### config.mk
export PLATFORM = sky130hd
export DESIGN_NAME = irq_controller
export DESIGN_NICKNAME = d
export VERILOG_FILES = /design/src/rtl/irq_controller.sv
export SDC_FILE = /design/constraint.sdc
export NUM_CORES = 1
export LEC_CHECK = 0
export ABC_AREA = 1
export ABC_CLOCK_PERIOD_IN_PS = 1800
export BUFFER_PORTS_ARGS = -buffer_cell sky130_fd_sc_hd__buf_2
export CAP_MARGIN = 20
export CORE_UTILIZATION = 30
export CTS_BUF_LIST = sky130_fd_sc_hd__clkbuf_2
export DETAILED_ROUTE_END_ITERATION = 12
export PLACE_DENSITY = 0.73
export SETUP_SLACK_MARGIN = 0.02
export SLEW_MARGIN = 40
export SYNTH_ARGS = -nofsm -noshare
export SYNTH_HDL_FRONTEND = slang
export SYNTH_SLANG_ARGS = --single-unit
### constraint.sdc
create_clock -name clk_i -period 1.8 [get_ports clk_i]
set_input_delay 0.36 -clock clk_i [delete_from_list [all_inputs] [get_ports clk_i]]
set_output_delay 0.36 -clock clk_i [all_outputs]
set_load 0.05 [all_outputs]
### src/rtl/irq_controller.sv
// Prioritising interrupt controller: arbitrates masked level requests, raises a trap,
// waits for mret and then acknowledges the serviced line with a one-cycle pulse.
module irq_controller #(
    parameter int          IRQ_NUM     = 16,
    parameter logic [31:0] MCAUSE_BASE = 32'h8000_0010
) (
    input  logic               clk_i,
    input  logic               rst_i,
    input  logic [IRQ_NUM-1:0] irq_req_i,
    input  logic [31:0]        mie_i,
    input  logic               stall_i,
    input  logic               exception_i,
    input  logic               mret_i,
    output logic               irq_o,
    output logic [31:0]        mcause_o,
    output logic [IRQ_NUM-1:0] irq_ret_o,
    output logic               busy_o,
    output logic [1:0]         state_o
);

    localparam int IDX_W = (IRQ_NUM > 1) ? $clog2(IRQ_NUM) : 1;

    typedef enum logic [1:0] {
        ST_IDLE    = 2'd0,
        ST_TRAP    = 2'd1,
        ST_SERVICE = 2'd2,
        ST_ACK     = 2'd3
    } state_t;

    state_t             state_q, state_d;
    logic [IDX_W-1:0]   idx_q, idx_d;
    logic [IDX_W-1:0]   sel_idx;
    logic [IRQ_NUM-1:0] masked;
    logic               unused_mie;

    // Only the mie bits that gate a request line matter here.
    assign masked     = irq_req_i & mie_i[16 +: IRQ_NUM];
    assign unused_mie = ^mie_i;

    // Lowest set index wins: scan downwards so the last hit is the smallest.
    always_comb begin
        sel_idx = '0;
        for (int i = IRQ_NUM - 1; i >= 0; i--) begin
            if (masked[i]) begin
                sel_idx = IDX_W'(i);
            end
        end
    end

    // Trap handshake: irq_o acts as valid and !stall_i as ready; the trap is
    // transferred on the first cycle both are high, and until then irq_o and
    // mcause_o are held stable and cannot be withdrawn.
    always_comb begin
        state_d = state_q;
        idx_d   = idx_q;
        case (state_q)
            ST_IDLE: begin
                if ((|masked) && !exception_i) begin
                    idx_d   = sel_idx;
                    state_d = ST_TRAP;
                end
            end
            ST_TRAP: begin
                if (!stall_i) begin
                    state_d = ST_SERVICE;
                end
            end
            ST_SERVICE: begin
                if (mret_i) begin
                    state_d = ST_ACK;
                end
            end
            ST_ACK: begin
                state_d = ST_IDLE;
            end
            default: begin
                state_d = ST_IDLE;
            end
        endcase
    end

    always_ff @(posedge clk_i or posedge rst_i) begin
        if (rst_i) begin
            state_q <= ST_IDLE;
            idx_q   <= '0;
        end else begin
            state_q <= state_d;
            idx_q   <= idx_d;
        end
    end

    // Outputs are decoded from registers only, so no input reaches them combinationally.
    assign irq_o     = (state_q == ST_TRAP);
    assign busy_o    = (state_q != ST_IDLE);
    assign mcause_o  = MCAUSE_BASE + 32'(idx_q);
    assign irq_ret_o = (state_q == ST_ACK) ? (IRQ_NUM'(1) << idx_q) : '0;
    assign state_o   = state_q;

endmodule
==> key figures, run 1 <==
Global route
  • Antenna violations before repair: 0
  • Largest net degree at the start of global routing: 9
  • Via count of the first global-routing pass: between 800 and 900
  • GR Overflow Total: 0
  • First-pass GRT wire length: slightly above 3000 um
  • Total track usage: roughly 12%

Pwr
  • Total power: between 1.5 and 2 mW
  • Combinational power share: 76.5%
  • Peak supply drop: 1.20 mV
  • Fraction of power spent switching nets: between 60% and 70%
  • Pint: between 500 and 600 uW
  • P_sw: ~1.2 mW
  • Pleak: 0.733 nW
  • Pwr/cell area: about 1400 nW/um2
  • Seq pwr share: 17.3%
  • Clock power frac: between 6 and 7%

Setup path
  • Critical Path End Type: output pin
  • Crit-path slowest cell: dfrtp_2
  • CP Launch Type: register
  • WP data required: 1.44 ns
  • Critical path cell sequence: ha_2 -> nand2_4 -> nor2_4 -> clkbuf_4
  • Crit-path max cell delay: 0.39 ns
  • Setup CP Type: register to output pin
  • Worst EP arrival: 1.36 ns
  • Critical Path Fanout Max: 8

Floorplanning
  • Row Count: 19
  • IO Pins: 105
  • Die area: 3120 um2
  • Die X: 55.9 um
  • Initial Utilization: 31.6%
  • DIE HEIGHT: around 56 um
  • Core ar.: 2760 um2

CTS
  • Worst-skew pair later-pin latency: 0.22 ns
  • Clk root buf: clkbuf_2
  • Clk buf depth: 2
  • Worst-path clk slew: around 0.07 ns
  • Clock sinks: 6
  • Postcts setup bufs: 0
  • H-tree levels: 1
  • CTS Buf Count: 3
  • CTS tree: built

Layout
  • Area of the multi-input gates: 666 um2
  • Filler cell count in the final layout: 291
  • Ant diodes: 0
  • Fin nets: 267
  • Register area: 153 um2
  • Layout area overhead: 45.0%
  • Layout cell share with drive strength beyond 1: 43.8%
  • Design Area, Final: 1260 um2

Routing
  • Vias: a little under 1000
  • DRC Markers: 0
  • First-pass DRT Iterations: 4
  • Routed len/inst: about 7.8 um
  • Initial DRC count: 15
  • Post-DR vias/cell: 4.13
  • DRT antenna net count: 0
  • Final Routed Wirelength: 1870 um

Synth
  • Cell accounting for the most synthesized area: buf_4
  • Area contributors post-synth: buf_4, nand2_1, dfrtp_1
  • Post-synth top area share: between 20% and 30%
  • Synthesized area: 871 um2
  • YS warnings: 0
  • Synth Instances: 146
  • Register area share after synthesis: 17.2%
  • Syn avg cell area: 5.96 um2
  • Synth Register Bits: 6
  • Distinct cells, synth: 18

Outcome
  • Status: finished clean

STA
  • Final worst-path cycle share: 95.4%
  • Final slew viol count: 0
  • Clk_skew: 0.0138 ns
  • RSZ-0062 raised after global routing: true
  • Min cycle time layout: between 1.5 and 2 ns
  • Setup TNS: 0 ns
  • FMAX: 0.582 GHz
  • Setup Viol. Count Final: 0
  • Final hold vios: 0

Placed design
  • IO Port Bufs: 60
  • Placed inst area: approximately 1200 um2
  • GPL Wtd Cong: ~0.81
  • DP HPWL: 1570 um

Flow run
  • Maxcap violations: 0

Hold path
  • Hold Path Class: input pin to asynchronous set/reset pin
## repair_timing
| action | CTS | global route |
|---|---|---|
| cloned | 0 | 0 |
| hold buffers | 0 | 0 |
| endpoints found under the setup margin | 16 | 16 |
| resized for setup | 0 | 24 |
| endpoints found under the hold margin | 0 | 0 |
## state kept, by name (all words and copies together) (netlist names)
name,count
idx_q,4
state_o,2
## power groups by stage
stage	Clock, mW	Combinational [mW]	Sequential [mW]
2_1_floorplan	0	0.880	0.505
3_3_place_gp	0	1.28	0.287
3_5_place_dp	0	1.28	0.291
4_1_cts	0.113	1.29	0.289
5_1_grt	0.115	1.43	0.316
6_report	0.108	1.34	0.302
## cells in the final DEF (no fill, tap or decap), types with 8 or more instances in the layout
cell type,instances
conb_1,28
nor2_4,8
nand2_1,45
inv_1,9
nor2_1,9
nor2_2,8
clkbuf_4,15
nand3_1,8
buf_2,44
## cell type report
cell class                      count  area share [%]
Inverter                           12            3.57
Timing Repair Buffer               60            27.0
Tap cell                           31            3.07
Multi-Input combinational cell    126            52.7
Sequential cell                     6            12.1
Clock buffer                        4            1.59
## per-layer routing
| layer | routed length, um | track usage [%] | vias up |
|---|---|---|---|
| met5 | 0 | 0 | - |
| met2 | 943 | 22.4 | 56 |
| li1 | - | - | 521 |
| met4 | 20 | 7.32 | 0 |
| met3 | 141 | 1.63 | 2 |
| met1 | 765 | 13.2 | 407 |
## final timing paths
kind / slack, ns / end / start / cells past startpoint
worst max-delay path: 0.08 / irq_ret_o[8] / state_o[0]$_DFFE_PP0P_ / 4
worst min-delay path: 0.02 / idx_q[3]$_DFFE_PP0P_ / rst_i / 2
worst max register to register: 0.30 / idx_q[0]$_DFFE_PP0P_ / state_o[0]$_DFFE_PP0P_ / 8
worst min register to register: 0.64 / idx_q[0]$_DFFE_PP0P_ / idx_q[0]$_DFFE_PP0P_ / 2
max in group asynchronous: 1.59 / idx_q[0]$_DFFE_PP0P_ / rst_i / 2
min in group clk_i: 0.42 / idx_q[0]$_DFFE_PP0P_ / mie_i[16] / 4
## synth_stat cells
| cell type | instances |
|---|---|
| a21oi_1 | 3 |
| a31oi_1 | 1 |
| a32oi_1 | 1 |
| buf_4 | 28 |
| conb_1 | 2 |
| dfrtp_1 | 6 |
| ha_1 | 5 |
| inv_1 | 11 |
| inv_2 | 1 |
| nand2_1 | 47 |
| nand3_1 | 9 |
| nor2_1 | 25 |
| nor3_1 | 1 |
| o211ai_2 | 1 |
| o21ai_0 | 2 |
| o21ai_2 | 1 |
| o22ai_1 | 1 |
| o31ai_1 | 1 |
## cell families after synthesis
group                    count (synthesis)  synth area share (%)
other                                    2                 0.862
flip-flops                               6                  17.2
AO/OA/AOI/OAI                           11                  8.62
AND/OR/NAND/NOR                         82                  36.8
adder cells (fa/ha/maj)                  5                  7.18
buffers and inverters                   40                  29.3
## metrics by stage
| step | util, % | hold slack [ns] | setup WS (ns) | cells |
|---|---|---|---|---|
| after detailed placement | 42.9 | 0.268 | 0.196 | 235 |
| final | 45.8 | 0.0195 | 0.0823 | 239 |
| after floorplan | - | 0.151 | -0.0402 | 172 |
| after global placement | 42.9 | 0.269 | 0.193 | 235 |
| after CTS | 43.6 | 0.00860 | -0.0682 | 239 |
| after global routing | 45.8 | 0.0460 | 0.0155 | 239 |
## worst max-delay path: cells and delay by family, from the launching register on
kind                       cells  cell delay [ns]
buffers and inverters          1             0.23
adders and majority gates      1             0.24
DFF                            1             0.39
and+or+nand+nor                2             0.27
(Power assumes the default switching activity.)
==> run 2: changes to the inputs <==
--- a/config.mk
+++ b/config.mk
@@ -9,10 +9,10 @@
 export ABC_CLOCK_PERIOD_IN_PS = 1800
 export BUFFER_PORTS_ARGS = -buffer_cell sky130_fd_sc_hd__buf_2
 export CAP_MARGIN = 20
-export CORE_UTILIZATION = 30
+export CORE_UTILIZATION = 34
 export CTS_BUF_LIST = sky130_fd_sc_hd__clkbuf_2
 export DETAILED_ROUTE_END_ITERATION = 12
-export PLACE_DENSITY = 0.73
+export PLACE_DENSITY = 0.81
 export SETUP_SLACK_MARGIN = 0.02
 export SLEW_MARGIN = 40
 export SYNTH_ARGS = -nofsm -noshare
==> key figures, run 2 (synthesis results as in run 1) <==
Outcome
  • Status: finished clean (unchanged)

CTS
  • Worst-path clk slew: 0.08 ns (was 0.07 ns)
  • Postcts setup bufs: 0 (unchanged)
  • CTS Buf Count: 3 (unchanged)
  • Worst-skew pair later-pin latency: 0.23 ns (was 0.22 ns)
  • Clk root buf: clkbuf_2 (unchanged)
  • Hold buffers post-CTS: 0 (unchanged)
  • H-tree levels: 1 (unchanged)
  • CTS tree: built (unchanged)
  • Clock sinks: 6 (unchanged)
  • Clk buf depth: 2 (unchanged)

Layout
  • Number of flip-flops in the largest register: 4 (unchanged)
  • Most frequent cells in the layout: nand2_1, buf_2, conb_1, nor2_1 (was nand2_1, buf_2, conb_1, clkbuf_4)
  • Fin nets: 267 (unchanged)
  • Top reg by flops: idx_q (unchanged)
  • Layout area overhead: 43.7% (was 45.0%)
  • Layout cell share with drive strength beyond 1: 44.2% (was 43.8%)
  • Ant diodes: 0 (unchanged)

Routing
  • DRT antenna net count: 0 (unchanged)
  • Post-DR vias/cell: 4.20 (was 4.13)
  • DRC Markers: 0 (unchanged)
  • Routed len/inst: 8.29 um (was 7.82 um)
  • Final Routed Wirelength: 1960 um (was 1870 um)
  • Vias: 991 (was 986)
  • First-pass DRT Iterations: 4 (unchanged)
  • Initial DRC count: 6 (was 15)

Setup path
  • Worst setup path start: state_o[0]$_DFFE_PP0P_ (unchanged)
  • Crit-path slowest cell: dfrtp_2 (unchanged)
  • R2R Path End: idx_q[0]$_DFFE_PP0P_ (unchanged)
  • Crit-path max cell delay: 0.39 ns (about the same)
  • Critical Path Fanout Max: 8 (unchanged)
  • Reg2Reg Launch Point: state_o[0]$_DFFE_PP0P_ (unchanged)
  • CP Launch Type: register (unchanged)
  • CP top delay family: flip-flops (unchanged)
  • Setup CP Type: register to output pin (unchanged)
  • WP data required: 1.44 ns (about the same)
  • Reg-to-reg slack, setup: 0.32 ns (was 0.30 ns)
  • Critical path cell sequence: ha_2 -> nand2_2 -> nor2_2 -> buf_4 (was ha_2 -> nand2_4 -> nor2_4 -> clkbuf_4)
  • Worst EP arrival: 1.36 ns (about the same)
  • Worst Path Buf+Inv: 1 (unchanged)
  • R2R cell count: 8 (unchanged)
  • Critical Path End Type: output pin (unchanged)

STA
  • FMAX: 0.582 GHz (about the same)
  • Setup Viol. Count Final: 0 (unchanged)
  • Final worst-path cycle share: 95.5% (was 95.4%)
  • Min cycle time layout: 1.72 ns (about the same)
  • Final hold slack: 0.0241 ns (was 0.0195 ns)
  • Final hold vios: 0 (unchanged)
  • Final worst setup slack: 0.0806 ns (was 0.0823 ns)
  • Clk_skew: 0.0204 ns (was 0.0138 ns)
  • Final slew viol count: 0 (unchanged)
  • RSZ-0062 raised after global routing: false (was true)

Pwr
  • Pleak: 0.732 nW (was 0.733 nW)
  • Pwr/cell area: 1400 nW/um2 (was 1380 nW/um2)
  • Peak supply drop: 1.06 mV (was 1.20 mV)

Global route
  • GR Overflow Total: 0 (unchanged)
  • GRT met1 Usage: 13.0% (was 13.2%)
  • Total track usage: 14.0% (was 12.2%)
  • Top Usage Layer GRT: met2 (unchanged)
  • Via count of the first global-routing pass: 787 (was 819)
  • First-pass GRT wire length: 2850 um (was 3060 um)
  • Antenna violations before repair: 0 (unchanged)
  • Met3 GRT Util: 1.45% (was 1.63%)
  • Met2 Use GR: 28.7% (was 22.4%)
  • Largest net degree at the start of global routing: 9 (unchanged)

Floorplanning
  • DIE HEIGHT: 52.6 um (was 55.9 um)
  • Initial Utilization: 37.6% (was 31.6%)
  • Die area: 2770 um2 (was 3120 um2)
  • Die X: 52.6 um (was 55.9 um)
  • Core ar.: 2320 um2 (was 2760 um2)
  • IO Pins: 105 (unchanged)
  • Row Count: 17 (was 19)

Placed design
  • DP HPWL: 1650 um (was 1570 um)
  • IO Port Bufs: 60 (unchanged)
  • GPL Wtd Cong: 0.639 (was 0.805)
  • Dpl ws: 0.184 ns (was 0.196 ns)

Flow run
  • Maxcap violations: 0 (unchanged)

Hold path
  • Hold Path Class: input pin to asynchronous set/reset pin (unchanged)
==> run 2: changes by cell type in the layout (fill, tap and decap cells not counted) <==
cell and delta:
clkbuf_4 -8, buf_4 +7, nand2_4 -1, nand2_2 +1, inv_2 +1, inv_1 -1
buf_2 +1
==> run 2: layer usage <==
metal	vias to the layer above	wire length, um
li1	521	-
met1	413	695
met2	55	1070
met3	2	165
met4	0	21
met5	-	0
==> run 2: layout make-up <==
cell class / instances / area (um2)
multi-input cells: 126 / 661
repair buffers: 60 / 338
well taps: 28 / 35.0
inverters: 12 / 45.0
flip-flops and latches: 6 / 153
fillers: 248 / 1070
clock buffers: 4 / 20.0
==> run 2: worst register-to-register path: cells and delay by family (launching register included) <==
family                   cells  cell delay (ns)
flip-flops                   1             0.43
AND/OR/NAND/NOR              3             0.36
buffers and inverters        3             0.27
adder cells (fa/ha/maj)      1             0.22
AO/OA/AOI/OAI                1             0.12
==> run 2: what timing repair did <==
item	CTS	global route
endpoints found under the setup margin	16	16
pin swaps	0	1
resized for setup	10	12
==> run 2: power by group <==
group / leakage (nW) / total (mW) / switching (mW) / internal [mW]
clock: 0.0166 / 0.109 / 0.0503 / 0.0589
combinational: 0.644 / 1.34 / 1.03 / 0.313
sequential: 0.0710 / 0.301 / 0.0937 / 0.207
==> run 2: worst max path at each step <==
stage                               to  depth (start not counted)
after floorplan           irq_ret_o[0]                          3
after global placement    irq_ret_o[1]                          4
after detailed placement  irq_ret_o[2]                          4
after CTS                 irq_ret_o[8]                          4
after global routing      irq_ret_o[6]                          4
final                     irq_ret_o[6]                          4
==> run 2: per-stage QoR <==
stage                     power (mW)  setup TNS (ns)  instances  utilization, %  area, um2
after floorplan                 1.39          -0.322        172               -       1050
after global placement          1.56               0        232            50.8       1180
after detailed placement        1.58               0        232            50.8       1180
after CTS                       1.73               0        236            52.9       1230
after global routing            1.87               0        236            54.0       1250
final                           1.75               0        236            54.0       1250
==> run 3: changes to the inputs <==
--- a/config.mk
+++ b/config.mk
@@ -9,6 +9,7 @@
 export ABC_CLOCK_PERIOD_IN_PS = 1800
 export BUFFER_PORTS_ARGS = -buffer_cell sky130_fd_sc_hd__buf_2
 export CAP_MARGIN = 20
+export CORE_ASPECT_RATIO = 1.25
 export CORE_UTILIZATION = 34
 export CTS_BUF_LIST = sky130_fd_sc_hd__clkbuf_2
 export DETAILED_ROUTE_END_ITERATION = 12
==> key figures, run 3 (synthesis results as in run 1) <==
Setup path
  • Worst EP arrival: 1.34 ns (was 1.36 ns)
  • Critical Path Fanout Max: 8 (unchanged)
  • CP Launch Type: register (unchanged)
  • R2R cell count: 8 (unchanged)
  • Setup CP Type: register to output pin (unchanged)
  • Critical Path End Type: output pin (unchanged)
  • WP data required: 1.44 ns (about the same)

Global route
  • First-pass GRT wire length: 2820 um (was 2850 um)
  • Total track usage: 13.6% (was 14.0%)
  • Antenna violations before repair: 0 (unchanged)
  • Via count of the first global-routing pass: 812 (was 787)
  • Largest net degree at the start of global routing: 9 (unchanged)
  • GR Overflow Total: 0 (unchanged)

Layout
  • Filler cell count in the final layout: 262 (was 248)
  • Ant diodes: 0 (unchanged)
  • Most frequent cells in the layout: nand2_1, buf_2, conb_1, inv_1 (was nand2_1, buf_2, conb_1, nor2_1)
  • Fin nets: 267 (unchanged)
  • Layout cell share with drive strength beyond 1: 42.3% (was 44.2%)
  • Design Area, Final: 1250 um2 (about the same)
  • Layout area overhead: 44.1% (was 43.7%)
  • Commonest non-fill, non-tap cell in the layout: nand2_1
  • Number of flip-flops in the largest register: 4 (unchanged)
  • Top reg by flops: idx_q (unchanged)

Pwr
  • Pleak: 0.731 nW (was 0.732 nW)
  • Total power: 1.72 mW (was 1.75 mW)
  • Pwr/cell area: 1370 nW/um2 (was 1400 nW/um2)
  • Peak supply drop: 0.609 mV (was 1.06 mV)

STA
  • Setup Viol. Count Final: 0 (unchanged)
  • Final hold vios: 0 (unchanged)
  • Final hold slack: 0.0376 ns (was 0.0241 ns)
  • FMAX: 0.589 GHz (was 0.582 GHz)
  • RSZ-0062 raised after global routing: false (unchanged)
  • Final slew viol count: 0 (unchanged)
  • Final worst setup slack: 0.102 ns (was 0.0806 ns)
  • Clk_skew: 0.0123 ns (was 0.0204 ns)
  • Final worst-path cycle share: 94.3% (was 95.5%)
  • Setup TNS: 0 ns (unchanged)
  • Min cycle time layout: 1.70 ns (was 1.72 ns)

CTS
  • CTS Buf Count: 3 (unchanged)
  • Clk buf depth: 2 (unchanged)
  • H-tree levels: 1 (unchanged)
  • Clock sinks: 6 (unchanged)
  • Postcts setup bufs: 0 (unchanged)
  • Worst-skew pair later-pin latency: 0.22 ns (was 0.23 ns)
  • Clk root buf: clkbuf_2 (unchanged)
  • Hold buffers post-CTS: 0 (unchanged)
  • CTS tree: built (unchanged)
  • Worst-path clk slew: 0.07 ns (was 0.08 ns)

Placed design
  • GPL Wtd Cong: 0.645 (was 0.639)
  • Placed inst area: 1180 um2 (about the same)
  • Dpl ws: 0.178 ns (was 0.184 ns)
  • DP HPWL: 1650 um (about the same)
  • IO Port Bufs: 60 (unchanged)

Routing
  • DRC Markers: 0 (unchanged)
  • Routed len/inst: 7.49 um (was 8.29 um)
  • Post-DR vias/cell: 4.18 (was 4.20)
  • Initial DRC count: 10 (was 6)
  • First-pass DRT Iterations: 4 (unchanged)
  • Vias: 1008 (was 991)
  • DRT antenna net count: 0 (unchanged)
  • Final Routed Wirelength: 1800 um (was 1960 um)

Floorplanning
  • Core ar.: 2430 um2 (was 2320 um2)
  • IO Pins: 105 (unchanged)
  • Row Count: 20 (was 17)
  • DIE HEIGHT: 58.6 um (was 52.6 um)
  • Die X: 47.3 um (was 52.6 um)
  • Die area: 2770 um2 (about the same)
  • Initial Utilization: 35.9% (was 37.6%)

Flow run
  • Maxcap violations: 0 (unchanged)

Hold path
  • Hold Path Class: input pin to asynchronous set/reset pin (unchanged)

Outcome
  • Status: finished clean (unchanged)
run 3: cell types whose count changed in the layout (fill, tap and decap cells not counted), sizes merged:
cell    delta
buf        -1
clkbuf     +1
run 3: final timing paths:
check / start / endpoint / slack [ns]
min reg2reg: idx_q[3]$_DFFE_PP0P_ / idx_q[3]$_DFFE_PP0P_ / 0.62
min in group clk_i: mie_i[16] / idx_q[0]$_DFFE_PP0P_ / 0.42
max reg2reg: state_o[0]$_DFFE_PP0P_ / idx_q[0]$_DFFE_PP0P_ / 0.33
min: rst_i / idx_q[3]$_DFFE_PP0P_ / 0.04
max in group asynchronous: rst_i / state_o[0]$_DFFE_PP0P_ / 1.56
max: state_o[0]$_DFFE_PP0P_ / irq_ret_o[0] / 0.10
run 3: power by group:
group	internal (mW)	total [mW]	switching (mW)
registers	0.207	0.289	0.0820
logic	0.310	1.32	1.02
clock network	0.0589	0.107	0.0482
run 3: area by class of cell:
type                       count  area [um2]  share of cell area (%)
timing repair buffer          60         340                    27.1
sequential                     6         153                    12.2
clock buffer                   4        20.0                    1.60
multi-input combinational    126         656                    52.2
inverter                      12        45.0                    3.59
tap                           33        41.3                    3.29
run 3: metal layers:
metal / GRT usage (%) / share of wire, %
met5: 0 / 0
met4: 8.57 / 2.1
met3: 0.307 / 8.1
met2: 26.8 / 55
met1: 12.5 / 35
run 3: worst max-delay path, cell delays in order (launching register included):
cell	delay, ns
dfrtp_2	0.39
ha_2	0.22
nand2_2	0.16
nor2_2	0.14
buf_4	0.20
run 3: repair_timing:
item                       4_1_cts  5_1_grt
pin swaps                        0        1
gates cloned                     0        0
setup endpoints to repair       16       16
gates resized for setup         10        9
run 3: per-stage QoR:
| step | cells | util (%) |
|---|---|---|
| final | 241 | 51.7 |
| after global routing | 241 | 51.7 |
| after CTS | 241 | 50.8 |
| after detailed placement | 237 | 48.8 |
| after global placement | 237 | 48.8 |
| after floorplan | 172 | - |
